### src/rtl/ex3_to_2421_serial_pkg.sv
// Shared types and constants for the excess-3 to 2421 serial converter.
package ex3_2421_pkg;

  typedef enum logic [1:0] {
    StIdle,
    StConv,
    StDone
  } state_e;

  localparam logic [3:0] EX3_MIN = 4'd3;
  localparam logic [3:0] EX3_MAX = 4'd12;
  localparam logic [3:0] OFFSET  = 4'd3;

  function automatic logic ex3_digit_legal(input logic [3:0] x);
    return (x >= EX3_MIN) && (x <= EX3_MAX);
  endfunction

endpackage

### src/rtl/ex3_to_2421_serial_if.sv
// Word-level valid/ready handshake bundle for the converter.
interface ex3_to_2421_serial_if #(
  parameter int unsigned NDIGITS = 4
) ();

  logic                   in_valid;
  logic                   in_ready;
  logic [4*NDIGITS-1:0]   in_ex3;
  logic                   out_valid;
  logic                   out_ready;
  logic [4*NDIGITS-1:0]   out_2421;
  logic [NDIGITS-1:0]     out_err_mask;
  logic                   out_err;

  modport master (
    output in_valid, in_ex3, out_ready,
    input  in_ready, out_valid, out_2421, out_err_mask, out_err
  );

  modport slave (
    input  in_valid, in_ex3, out_ready,
    output in_ready, out_valid, out_2421, out_err_mask, out_err
  );

endinterface

### src/rtl/ex3_to_2421_serial_digit.sv
// Combinational single-digit excess-3 to 2421 map; illegal codes yield 0000 with err set.
module digit_ex3_to_2421
  import ex3_2421_pkg::*;
(
  input  logic [3:0] x,
  output logic [3:0] y,
  output logic       err
);

  always_comb begin
    y   = 4'd0;
    err = 1'b0;
    if (!ex3_digit_legal(x)) begin
      err = 1'b1;
    end else if (x < EX3_MIN + 4'd5) begin
      y = x - OFFSET;
    end else begin
      // Upper five decimal digits jump over the unused 2421 codes 0101..1010.
      y = x + OFFSET;
    end
  end

endmodule

### src/rtl/ex3_to_2421_serial.sv
// Serial excess-3 to 2421 word converter: one digit per clock, LSD first.
module ex3_to_2421_serial
  import ex3_2421_pkg::*;
#(
  parameter int unsigned NDIGITS = 4
) (
  input  logic                  clk,
  input  logic                  rst,
  ex3_to_2421_serial_if.slave   bus
);

  localparam int unsigned IdxW = (NDIGITS > 1) ? $clog2(NDIGITS) : 1;
  localparam int unsigned W    = 4 * NDIGITS;

  state_e              r_state, w_state_next;
  logic [W-1:0]        r_data, w_data_next;
  logic [W-1:0]        r_result, w_result_next;
  logic [NDIGITS-1:0]  r_err, w_err_next;
  logic [IdxW-1:0]     r_idx, w_idx_next;
  logic [3:0]          w_nibble;
  logic [3:0]          w_digit;
  logic                w_digit_err;

  assign w_nibble = r_data[4*int'(r_idx) +: 4];

  digit_ex3_to_2421 u_digit (
    .x   (w_nibble),
    .y   (w_digit),
    .err (w_digit_err)
  );

  always_comb begin
    w_state_next  = r_state;
    w_data_next   = r_data;
    w_result_next = r_result;
    w_err_next    = r_err;
    w_idx_next    = r_idx;
    unique case (r_state)
      StIdle: begin
        if (bus.in_valid) begin
          w_data_next   = bus.in_ex3;
          w_result_next = '0;
          w_err_next    = '0;
          w_idx_next    = '0;
          w_state_next  = StConv;
        end
      end
      StConv: begin
        w_result_next[4*int'(r_idx) +: 4] = w_digit;
        w_err_next[r_idx]                 = w_digit_err;
        w_idx_next                        = r_idx + IdxW'(1);
        if (r_idx == IdxW'(NDIGITS - 1)) begin
          w_state_next = StDone;
        end
      end
      StDone: begin
        if (bus.out_ready) begin
          w_state_next = StIdle;
        end
      end
      default: w_state_next = StIdle;
    endcase
  end

  always_ff @(posedge clk) begin
    if (rst) begin
      r_state  <= StIdle;
      r_data   <= '0;
      r_result <= '0;
      r_err    <= '0;
      r_idx    <= '0;
    end else begin
      r_state  <= w_state_next;
      r_data   <= w_data_next;
      r_result <= w_result_next;
      r_err    <= w_err_next;
      r_idx    <= w_idx_next;
    end
  end

  assign bus.in_ready     = (r_state == StIdle);
  assign bus.out_valid    = (r_state == StDone);
  assign bus.out_2421     = r_result;
  assign bus.out_err_mask = r_err;
  assign bus.out_err      = |r_err;

endmodule

### src/flat_wrapper.sv
// flat-port wrapper written by rule: the top's interface ports become plain ports
module ex3_to_2421_serial_flat import ex3_2421_pkg::*;
#(
  parameter int unsigned NDIGITS = 4
)
  (clk, rst, bus_in_valid, bus_in_ex3, bus_out_ready, bus_in_ready, bus_out_valid, bus_out_2421, bus_out_err_mask, bus_out_err);
  ex3_to_2421_serial_if #(.NDIGITS(NDIGITS)) bus_i ();
  input  logic clk;
  input  logic rst;
  input wire logic [$bits(bus_i.in_valid)-1:0] bus_in_valid;
  input wire logic [$bits(bus_i.in_ex3)-1:0] bus_in_ex3;
  input wire logic [$bits(bus_i.out_ready)-1:0] bus_out_ready;
  output wire logic [$bits(bus_i.in_ready)-1:0] bus_in_ready;
  output wire logic [$bits(bus_i.out_valid)-1:0] bus_out_valid;
  output wire logic [$bits(bus_i.out_2421)-1:0] bus_out_2421;
  output wire logic [$bits(bus_i.out_err_mask)-1:0] bus_out_err_mask;
  output wire logic [$bits(bus_i.out_err)-1:0] bus_out_err;
  assign bus_i.in_valid = bus_in_valid;
  assign bus_i.in_ex3 = bus_in_ex3;
  assign bus_i.out_ready = bus_out_ready;
  assign bus_in_ready = bus_i.in_ready;
  assign bus_out_valid = bus_i.out_valid;
  assign bus_out_2421 = bus_i.out_2421;
  assign bus_out_err_mask = bus_i.out_err_mask;
  assign bus_out_err = bus_i.out_err;
  ex3_to_2421_serial #(.NDIGITS(NDIGITS)) u_core (.clk(clk), .rst(rst), .bus(bus_i));
endmodule
### config.mk
export PLATFORM = sky130hd
export DESIGN_NAME = ex3_to_2421_serial_flat
export DESIGN_NICKNAME = d
export VERILOG_FILES = /design/src/rtl/ex3_to_2421_serial_pkg.sv /design/src/rtl/ex3_to_2421_serial_if.sv /design/src/rtl/ex3_to_2421_serial_digit.sv /design/src/rtl/ex3_to_2421_serial.sv /design/src/flat_wrapper.sv
export SDC_FILE = /design/constraint.sdc
export NUM_CORES = 1
export LEC_CHECK = 0
export ABC_AREA = 1
export ABC_CLOCK_PERIOD_IN_PS = 3940
export CAP_MARGIN = 20
export CORE_MARGIN = 3
export CORE_UTILIZATION = 54
export DETAILED_ROUTE_END_ITERATION = 10
export PLACE_DENSITY = 0.93
export SKIP_CTS_REPAIR_TIMING = 1
export SYNTH_ARGS = -nofsm -noshare
export SYNTH_HDL_FRONTEND = slang
export SYNTH_SLANG_ARGS = --single-unit
### constraint.sdc
create_clock -name clk -period 3.94 [get_ports clk]
set_input_delay 0.985 -clock clk [delete_from_list [all_inputs] [get_ports clk]]
set_output_delay 0.985 -clock clk [all_outputs]
set_load 0.02 [all_outputs]
==> qor.csv, run 1 <==
metric,value,unit
register area,801,um2
Routed wire per std cell,12.4,um
final worst path period need,2.71,ns
DRT Wirelength,4490,um
Syn Nets,301,
Worst Setup End Kind,primary output,
worst hold path class,flop to flop,
Synth cell types,25,
synth warn,0,
largest net degree at the start of global routing,26,
Die Ht,66.7,um
number of H-tree levels,2,
Setup TNS,0,ns
Tcrit/Tclk final,68.8,%
core footprint,3440,um2
status,"finished, final reports clean",
vias per cell,5.20,
pre-CTS setup slack,1.10,ns
clk_skew,0.00803,ns
ANT cells,0,
FMAX,369,MHz
post-DP HPWL,3150,um
Final ANT Viol Nets,0,
Pleak,1.03,nW
cell area after synthesis,1990,um2
"Setup violations, final",0,
Skew-Pair Late Insertion Delay,0.30,ns
fillcell total,264,
global-route wire length before repair,7470,um
Layout Nets,340,
via count,1877,
Final GP Congestion,0.806,
Initial Utilization,57.9,%
critical path type,flop to primary output,
Synth Instances,275,
multi-input logic area,1040,um2
IO Port Bufs,42,
Pwr per Cell Area,399,nW/um2
# clock sinks,40,
"Slew Viols, Final",0,
CTS Buffer Depth,2,
worst relative slew slack,52.6,%
Yosys reg bits,40,
"Arr. time, crit path",1.73,ns
CTS tree,done,
cts bufs inserted,5,
Synth Area per Inst,7.24,um2
CP max FO,3,
RSZ-0062 raised after global routing,false,
Worst-Margin Slew,0.710,ns
Worst EP required,2.95,ns
initial drt markers,149,
CP startpoint kind,flop,
total power,1.01,mW
All-Layer GR Usage,22.6,%
Rows,21,
"Reg clk slew, reported paths",0.07,ns
initial antenna violation count,0,
Chip Width,66.7,um
worst vdd ir,0.000233,V
CTS root buf,clkbuf_8,
Max Cap Viol,0,
io pins,43,
"Seq/Total Area, Yosys",40.2,%
Final Hold Fails,0,
final setup margin,1.23,ns
die area,4450,um2
vias in the first global route,1642,
drt drc,0,
share of cells above drive strength 1,13.0,%
Hold WS,0.468,ns
Layout area overhead,27.4,%
grt ovf,0,
drt first pass iters,4,
area by class of cell:
cell class | count | area share, %
inverter | 21 | 3.30
timing repair buffer | 43 | 16.9
sequential | 40 | 31.5
multi-input combinational | 203 | 41.1
clock buffer | 7 | 3.79
clock inverter | 1 | 1.18
tap | 46 | 2.27
worst max-delay path: stages, from the launching register on:
cell and delay, ns:
dfxtp_1 0.34, or4_1 0.54, clkdlybuf4s50_1 0.56
cell usage after synthesis:
library cell / instances / area share (%)
inv_4: 2 / 0.63
nand2_2: 6 / 1.9
nand3_1: 15 / 3.8
nor2_4: 3 / 1.7
nor3_1: 2 / 0.50
buf_2: 1 / 0.25
nor2_2: 4 / 1.3
a211oi_1: 1 / 0.38
a21oi_2: 4 / 1.8
nand2_4: 4 / 2.3
nand3_2: 7 / 3.5
clkbuf_1: 7 / 1.3
o21ai_0: 16 / 4.0
a21oi_1: 21 / 5.3
o21ai_1: 1 / 0.25
inv_2: 2 / 0.38
buf_6: 3 / 1.7
nand2_1: 74 / 14
inv_1: 17 / 3.2
xor2_1: 1 / 0.44
nand4_1: 2 / 0.63
dfxtp_1: 40 / 40
ha_1: 6 / 3.8
or4_1: 1 / 0.38
nor2_1: 35 / 6.6
cells by family (layout without fill, tap and decap cells):
| family | Yosys count | in the layout | synth area share (%) |
|---|---|---|---|
| xor+xnor | 1 | 1 | 0.440 |
| compound gates | 43 | 43 | 11.7 |
| simple gates | 153 | 153 | 36.4 |
| flops | 40 | 40 | 40.2 |
| fa+ha+maj | 6 | 6 | 3.77 |
| buf+inv | 32 | 72 | 7.47 |
placed cells by master (no fill, tap or decap), types with 6 or more instances in the layout:
cell and count:
dfxtp_1 40, clkdlybuf4s50_1 42, nand3_2 7, a21oi_1 21, nor2_1 35, nand2_2 6
o21ai_0 16, clkbuf_8 7, inv_1 17, nand3_1 15, ha_1 6, nand2_1 74
path summary, 6_finish.rpt:
kind / startpoint / to / slack [ns] / cells past startpoint
setup / recovery: u_core.bus.out_err_mask[0]$_SDFFE_PP0P_ / bus_out_err / 1.23 / 2
hold / removal: u_core.bus.out_2421[9]$_SDFFE_PP0P_ / u_core.bus.out_2421[9]$_SDFFE_PP0P_ / 0.47 / 2
setup reg to reg: u_core.r_idx[0]$_SDFFE_PP0P_ / u_core.bus.out_2421[13]$_SDFFE_PP0P_ / 1.52 / 11
hold reg to reg: u_core.bus.out_2421[9]$_SDFFE_PP0P_ / u_core.bus.out_2421[9]$_SDFFE_PP0P_ / 0.47 / 2
metrics by stage:
| step | cells | util (%) | instance area [um2] |
|---|---|---|---|
| after floorplan | 275 | - | 1990 |
| after global placement | 353 | 70.1 | 2410 |
| after detailed placement | 353 | 70.1 | 2410 |
| after CTS | 361 | 73.8 | 2540 |
| after global routing | 361 | 73.8 | 2540 |
| final | 361 | 73.8 | 2540 |
where the power goes:
group / internal (mW) / leakage [nW] / switching (mW) / total [mW]
logic: 0.0778 / 0.643 / 0.128 / 0.205
registers: 0.424 / 0.327 / 0.0186 / 0.443
clock network: 0.223 / 0.0645 / 0.141 / 0.365
total: 0.725 / 1.03 / 0.287 / 1.01
layer usage:
layer,vias to the layer above,part of all wire (%),global-route usage [%],wire length (um)
met1,841,42,26.7,1910
met4,0,1.9,7.61,83
met5,-,0,0,0
met3,10,6.1,6.75,275
li1,956,-,-,-
met2,70,49,38.6,2220
flip-flops by register name, indices dropped and copies added, names as in the netlist:
name and flops:
u_core.r_idx 2, u_core.bus.out_err_mask 4, u_core.r_state 2, u_core.bus.out_2421 16, u_core.r_data 16
No activity file was read; power rests on OpenSTA's default activity.
==> inputs of run 2 (changes only) <==
--- a/config.mk
+++ b/config.mk
@@ -6,12 +6,12 @@
 export NUM_CORES = 1
 export LEC_CHECK = 0
 export ABC_AREA = 1
-export ABC_CLOCK_PERIOD_IN_PS = 3940
+export ABC_CLOCK_PERIOD_IN_PS = 2800
 export CAP_MARGIN = 20
 export CORE_MARGIN = 3
-export CORE_UTILIZATION = 54
+export CORE_UTILIZATION = 50
 export DETAILED_ROUTE_END_ITERATION = 10
-export PLACE_DENSITY = 0.93
+export PLACE_DENSITY = 0.88
 export SKIP_CTS_REPAIR_TIMING = 1
 export SYNTH_ARGS = -nofsm -noshare
 export SYNTH_HDL_FRONTEND = slang
==> constraint.sdc (replaced) <==
create_clock -name clk -period 2.8 [get_ports clk]
set_input_delay 0.7 -clock clk [delete_from_list [all_inputs] [get_ports clk]]
set_output_delay 0.7 -clock clk [all_outputs]
set_load 0.02 [all_outputs]
==> run 2 against run 1 <==
Effect of this change:
- first-iteration DRC count rose by 18%
- flip-flop and latch count did not move
- worst setup slack got worse by 0.84 ns
- wire length fell by 2.8%
- utilization fell by 5.7 points
- combinational power rose by 40%
- global-route usage fell by 4.4 points
- design area rose by 0.39%
- clock power rose by 40%
- critical path depth did not move
- final cell count rose by 0.83%
- critical endpoint unchanged
==> qor.csv, run 2 (same netlist as run 1, synthesis figures left out) <==
metric,value,unit
Tcrit/Tclk final,86.0,%
"Core Util, Final",68.1,%
clk_skew,0.00379,ns
Sw Pwr,0.398,mW
Final Hold Fails,0,
worst hold path class,flop to flop,
CP max FO,3,
die area,4780,um2
grt ovf,0,
critical path type,flop to primary output,
vias in the first global route,1597,
Worst Setup End Kind,primary output,
Setup TNS,0,ns
post-DP HPWL,3150,um
Die Ht,69.1,um
CTS Buffer Depth,2,
vias per cell,5.07,
ANT cells,0,
Layout Nets,341,
most frequent cells in the layout,"nand2_1, clkdlybuf4s50_1, dfxtp_1",
final worst path period need,2.41,ns
Switching Share,28.0,%
DRT Wirelength,4360,um
Rows,22,
"Slew Viols, Final",0,
initial drt markers,176,
Seq pwr share,43.7,%
initial antenna violation count,0,
Skew-Pair Late Insertion Delay,0.30,ns
"Arr. time, crit path",1.71,ns
worst vdd ir,0.000433,V
Worst-Margin Slew,0.696,ns
"most common cell after layout, fill and taps aside",nand2_1,
number of H-tree levels,2,
worst relative slew slack,53.5,%
Worst EP required,2.10,ns
"Reg clk slew, reported paths",0.08,ns
Comb pwr share,20.3,%
RSZ-0062 raised after global routing,false,
cts bufs inserted,5,
global-route wire length before repair,7140,um
Pleak,1.04,nW
core footprint,3740,um2
Layout area overhead,28.0,%
largest net degree at the start of global routing,25,
io pins,43,
All-Layer GR Usage,18.2,%
Pwr per Cell Area,557,nW/um2
IO Port Bufs,42,
Chip Width,69.1,um
CTS tree,done,
Final GP Congestion,0.851,
Clock Power Share,36.0,%
status,"finished, final reports clean",
P_int,1.02,mW
CP startpoint kind,flop,
Initial Utilization,53.2,%
# clock sinks,40,
Routed wire per std cell,12.0,um
via count,1845,
share of cells above drive strength 1,13.3,%
CTS root buf,clkbuf_8,
Max Cap Viol,0,
FMAX,415,MHz
drt first pass iters,4,
fillcell total,338,
Final ANT Viol Nets,0,
"Setup violations, final",0,
drt drc,0,
[run 2: cell count changes in the layout (fill, tap and decap cells not counted)]
cell,before,now
buf_4,1,2
[run 2: layer usage]
metal  part of all wire [%]  vias to the layer above  global-route usage (%)
met1                     46                      830                    24.0
met5                      0                        -                       0
met3                    5.3                        7                    4.96
met2                     47                       47                    28.6
li1                       -                      961                       -
met4                    1.3                        0                    6.29
[run 2: worst max-delay path: stages (launching register included)]
cell,delay [ns]
dfxtp_1,0.33
or4_1,0.53
clkdlybuf4s50_1,0.55
[run 2: area by class of cell]
| type | count | area [um2] | area share (%) |
|---|---|---|---|
| Clock buffer | 7 | 96.3 | 3.78 |
| Clock inverter | 1 | 30.0 | 1.18 |
| Inverter | 21 | 83.8 | 3.29 |
| Multi-Input combinational cell | 203 | 1040 | 40.9 |
| Sequential cell | 40 | 801 | 31.4 |
| Tap cell | 48 | 60.1 | 2.36 |
| Timing Repair Buffer | 44 | 435 | 17.1 |
[run 2: final timing paths]
kind	start	end	slack (ns)	depth (start not counted)
max	u_core.bus.out_err_mask[0]$_SDFFE_PP0P_	bus_out_err	0.39	2
min	u_core.bus.out_2421[11]$_SDFFE_PP0P_	u_core.bus.out_2421[11]$_SDFFE_PP0P_	0.47	2
max reg2reg	u_core.r_idx[0]$_SDFFE_PP0P_	u_core.bus.out_2421[5]$_SDFFE_PP0P_	0.49	11
min reg2reg	u_core.bus.out_2421[11]$_SDFFE_PP0P_	u_core.bus.out_2421[11]$_SDFFE_PP0P_	0.47	2
[run 2: per-stage QoR]
step / worst slack [ns] / hold WS, ns / total power, mW / cell area (um2) / instances
floorplan: 0.961 / 0.444 / 0.843 / 1990 / 275
global placement: 0.653 / 0.456 / 0.907 / 2420 / 356
detailed placement: 0.546 / 0.456 / 0.916 / 2420 / 356
CTS: 0.382 / 0.467 / 1.42 / 2550 / 364
global route: 0.255 / 0.484 / 1.49 / 2550 / 364
finish: 0.392 / 0.468 / 1.42 / 2550 / 364
[run 2: power by group through the flow]
stage	sequential, mW	combinational (mW)	clock [mW]
after floorplan	0.628	0.215	0
after global placement	0.633	0.274	0
after detailed placement	0.634	0.283	0
after CTS	0.621	0.287	0.514
after global routing	0.625	0.318	0.542
final	0.621	0.288	0.512
==> inputs of run 3 (changes only) <==
--- a/config.mk
+++ b/config.mk
@@ -6,12 +6,13 @@
 export NUM_CORES = 1
 export LEC_CHECK = 0
 export ABC_AREA = 1
-export ABC_CLOCK_PERIOD_IN_PS = 2800
+export ABC_CLOCK_PERIOD_IN_PS = 2300
 export CAP_MARGIN = 20
 export CORE_MARGIN = 3
-export CORE_UTILIZATION = 50
+export CORE_UTILIZATION = 49
 export DETAILED_ROUTE_END_ITERATION = 10
-export PLACE_DENSITY = 0.88
+export GPL_ROUTABILITY_DRIVEN = 0
+export PLACE_DENSITY = 0.87
 export SKIP_CTS_REPAIR_TIMING = 1
 export SYNTH_ARGS = -nofsm -noshare
 export SYNTH_HDL_FRONTEND = slang
==> constraint.sdc (replaced) <==
create_clock -name clk -period 2.3 [get_ports clk]
set_input_delay 0.575 -clock clk [delete_from_list [all_inputs] [get_ports clk]]
set_output_delay 0.575 -clock clk [all_outputs]
set_load 0.02 [all_outputs]
==> run 3 against run 2 <==
Effect of this change:
- utilization shrank 1.2 points
- flip-flop and latch count unchanged
- power up 12%
- combinational power increased by 24%
- via count shrank 0.27%
- global-route usage about the same
- clock power down 4.7%
- first-iteration DRC count shrank 45%
- die area increased by 1.9%
- non-clock buffer count rose by 3
==> qor.csv, run 3 (same netlist as run 1, synthesis figures left out) <==
metric,value,unit
CTS Buffer Depth,2,
initial drt markers,96,
Chip Width,69.8,um
fillcell total,334,
Final ANT Viol Nets,0,
RSZ-0062 raised after global routing,false,
number of H-tree levels,2,
"slowest stage cell, crit path",clkdlybuf4s50_1,
initial antenna violation count,0,
Max Cap Viol,0,
buffers and inverters on the worst path,1,
Critical Path Max Stage Delay,0.55,ns
ANT cells,0,
Layout area overhead,27.6,%
io pins,43,
Final Hold Fails,0,
via count,1840,
pre-CTS setup slack,0.289,ns
crit path cell chain,"or4_1, clkdlybuf4s50_1",
# clock sinks,40,
CTS tree,done,
Skew-Pair Late Insertion Delay,0.29,ns
share of cells above drive strength 1,13.8,%
critical path type,flop to primary output,
FMAX,444,MHz
Tcrit/Tclk final,98.0,%
most frequent cells in the layout,"nand2_1, clkdlybuf4s50_1, dfxtp_1",
Worst-Margin Slew,0.449,ns
All-Layer GR Usage,18.2,%
fin area,2540,um2
"Slew Viols, Final",0,
Placed Instance Area,2440,um2
worst relative slew slack,69.8,%
worst vdd ir,0.000353,V
"CP delay by family, top",buffers and inverters,
Rows,22,
largest net degree at the start of global routing,25,
global-route wire length before repair,7330,um
IO Port Bufs,42,
CP startpoint kind,flop,
clk_skew,0.00488,ns
post-DP HPWL,3290,um
Pwr per Cell Area,628,nW/um2
final setup margin,0.0462,ns
DRT Wirelength,4230,um
die area,4870,um2
vias in the first global route,1716,
CTS root buf,clkbuf_8,
drt first pass iters,4,
status,"finished, final reports clean",
Worst EP required,1.73,ns
CP max FO,3,
Layout Nets,344,
worst hold path class,flop to flop,
vias per cell,5.03,
placed cell count,359,
Setup TNS,0,ns
core footprint,3800,um2
"most common cell after layout, fill and taps aside",nand2_1,
"Arr. time, crit path",1.68,ns
cts bufs inserted,5,
Worst Setup End Kind,primary output,
final worst path period need,2.25,ns
"Setup violations, final",0,
Routed wire per std cell,11.6,um
Die Ht,69.8,um
"Cell Count, Final, Fillers Out",366,
grt ovf,0,
"Reg clk slew, reported paths",0.07,ns
Pleak,1.04,nW
drt drc,0,
Initial Utilization,52.4,%
[run 3: metal layers]
layer | up-vias | routed length (um) | share of wire (%) | GRT usage (%)
li1 | 961 | - | - | -
met4 | 0 | 51 | 1.2 | 8.72
met3 | 4 | 179 | 4.2 | 3.62
met2 | 39 | 2050 | 48 | 29.6
met1 | 836 | 1950 | 46 | 22.9
met5 | - | 0 | 0 | 0
[run 3: worst reg2reg max path: cells and delay by family, from the launching register on]
family	cells	cell delay, ns
simple gates	7	0.69
flops	1	0.57
fa+ha+maj	1	0.25
xor+xnor	1	0.19
buf+inv	1	0.17
compound gates	1	0.12
[run 3: metrics by stage]
| step | hold slack, ns | power, mW | util (%) |
|---|---|---|---|
| after floorplan | 0.444 | 1.03 | - |
| after global placement | 0.452 | 1.11 | 64.4 |
| after detailed placement | 0.460 | 1.12 | 64.4 |
| after CTS | 0.471 | 1.61 | 66.9 |
| after global routing | 0.483 | 1.68 | 66.9 |
| final | 0.471 | 1.60 | 66.9 |
[run 3: final cells by class]
| type | count | area [um2] | area share, % |
|---|---|---|---|
| clock buffer | 7 | 96.3 | 3.79 |
| inverter | 21 | 83.8 | 3.30 |
| multi-input combinational | 203 | 1040 | 41.0 |
| sequential | 40 | 801 | 31.5 |
| tap | 48 | 60.1 | 2.36 |
| timing repair buffer | 47 | 458 | 18.0 |
[run 3: final timing paths]
check                                          start                              endpoint  slack (ns)  cells after the start
max          u_core.bus.out_err_mask[0]$_SDFFE_PP0P_                           bus_out_err        0.05                      2
min              u_core.bus.out_2421[3]$_SDFFE_PP0P_   u_core.bus.out_2421[3]$_SDFFE_PP0P_        0.47                      2
max reg2reg             u_core.r_idx[0]$_SDFFE_PP0P_  u_core.bus.out_2421[13]$_SDFFE_PP0P_        0.24                     11
min reg2reg      u_core.bus.out_2421[3]$_SDFFE_PP0P_   u_core.bus.out_2421[3]$_SDFFE_PP0P_        0.47                      2
[run 3: power by group]
part / total [mW] / switching, mW / internal (mW)
Combinational: 0.357 / 0.216 / 0.140
Sequential: 0.751 / 0.0250 / 0.727
Clock: 0.488 / 0.221 / 0.267
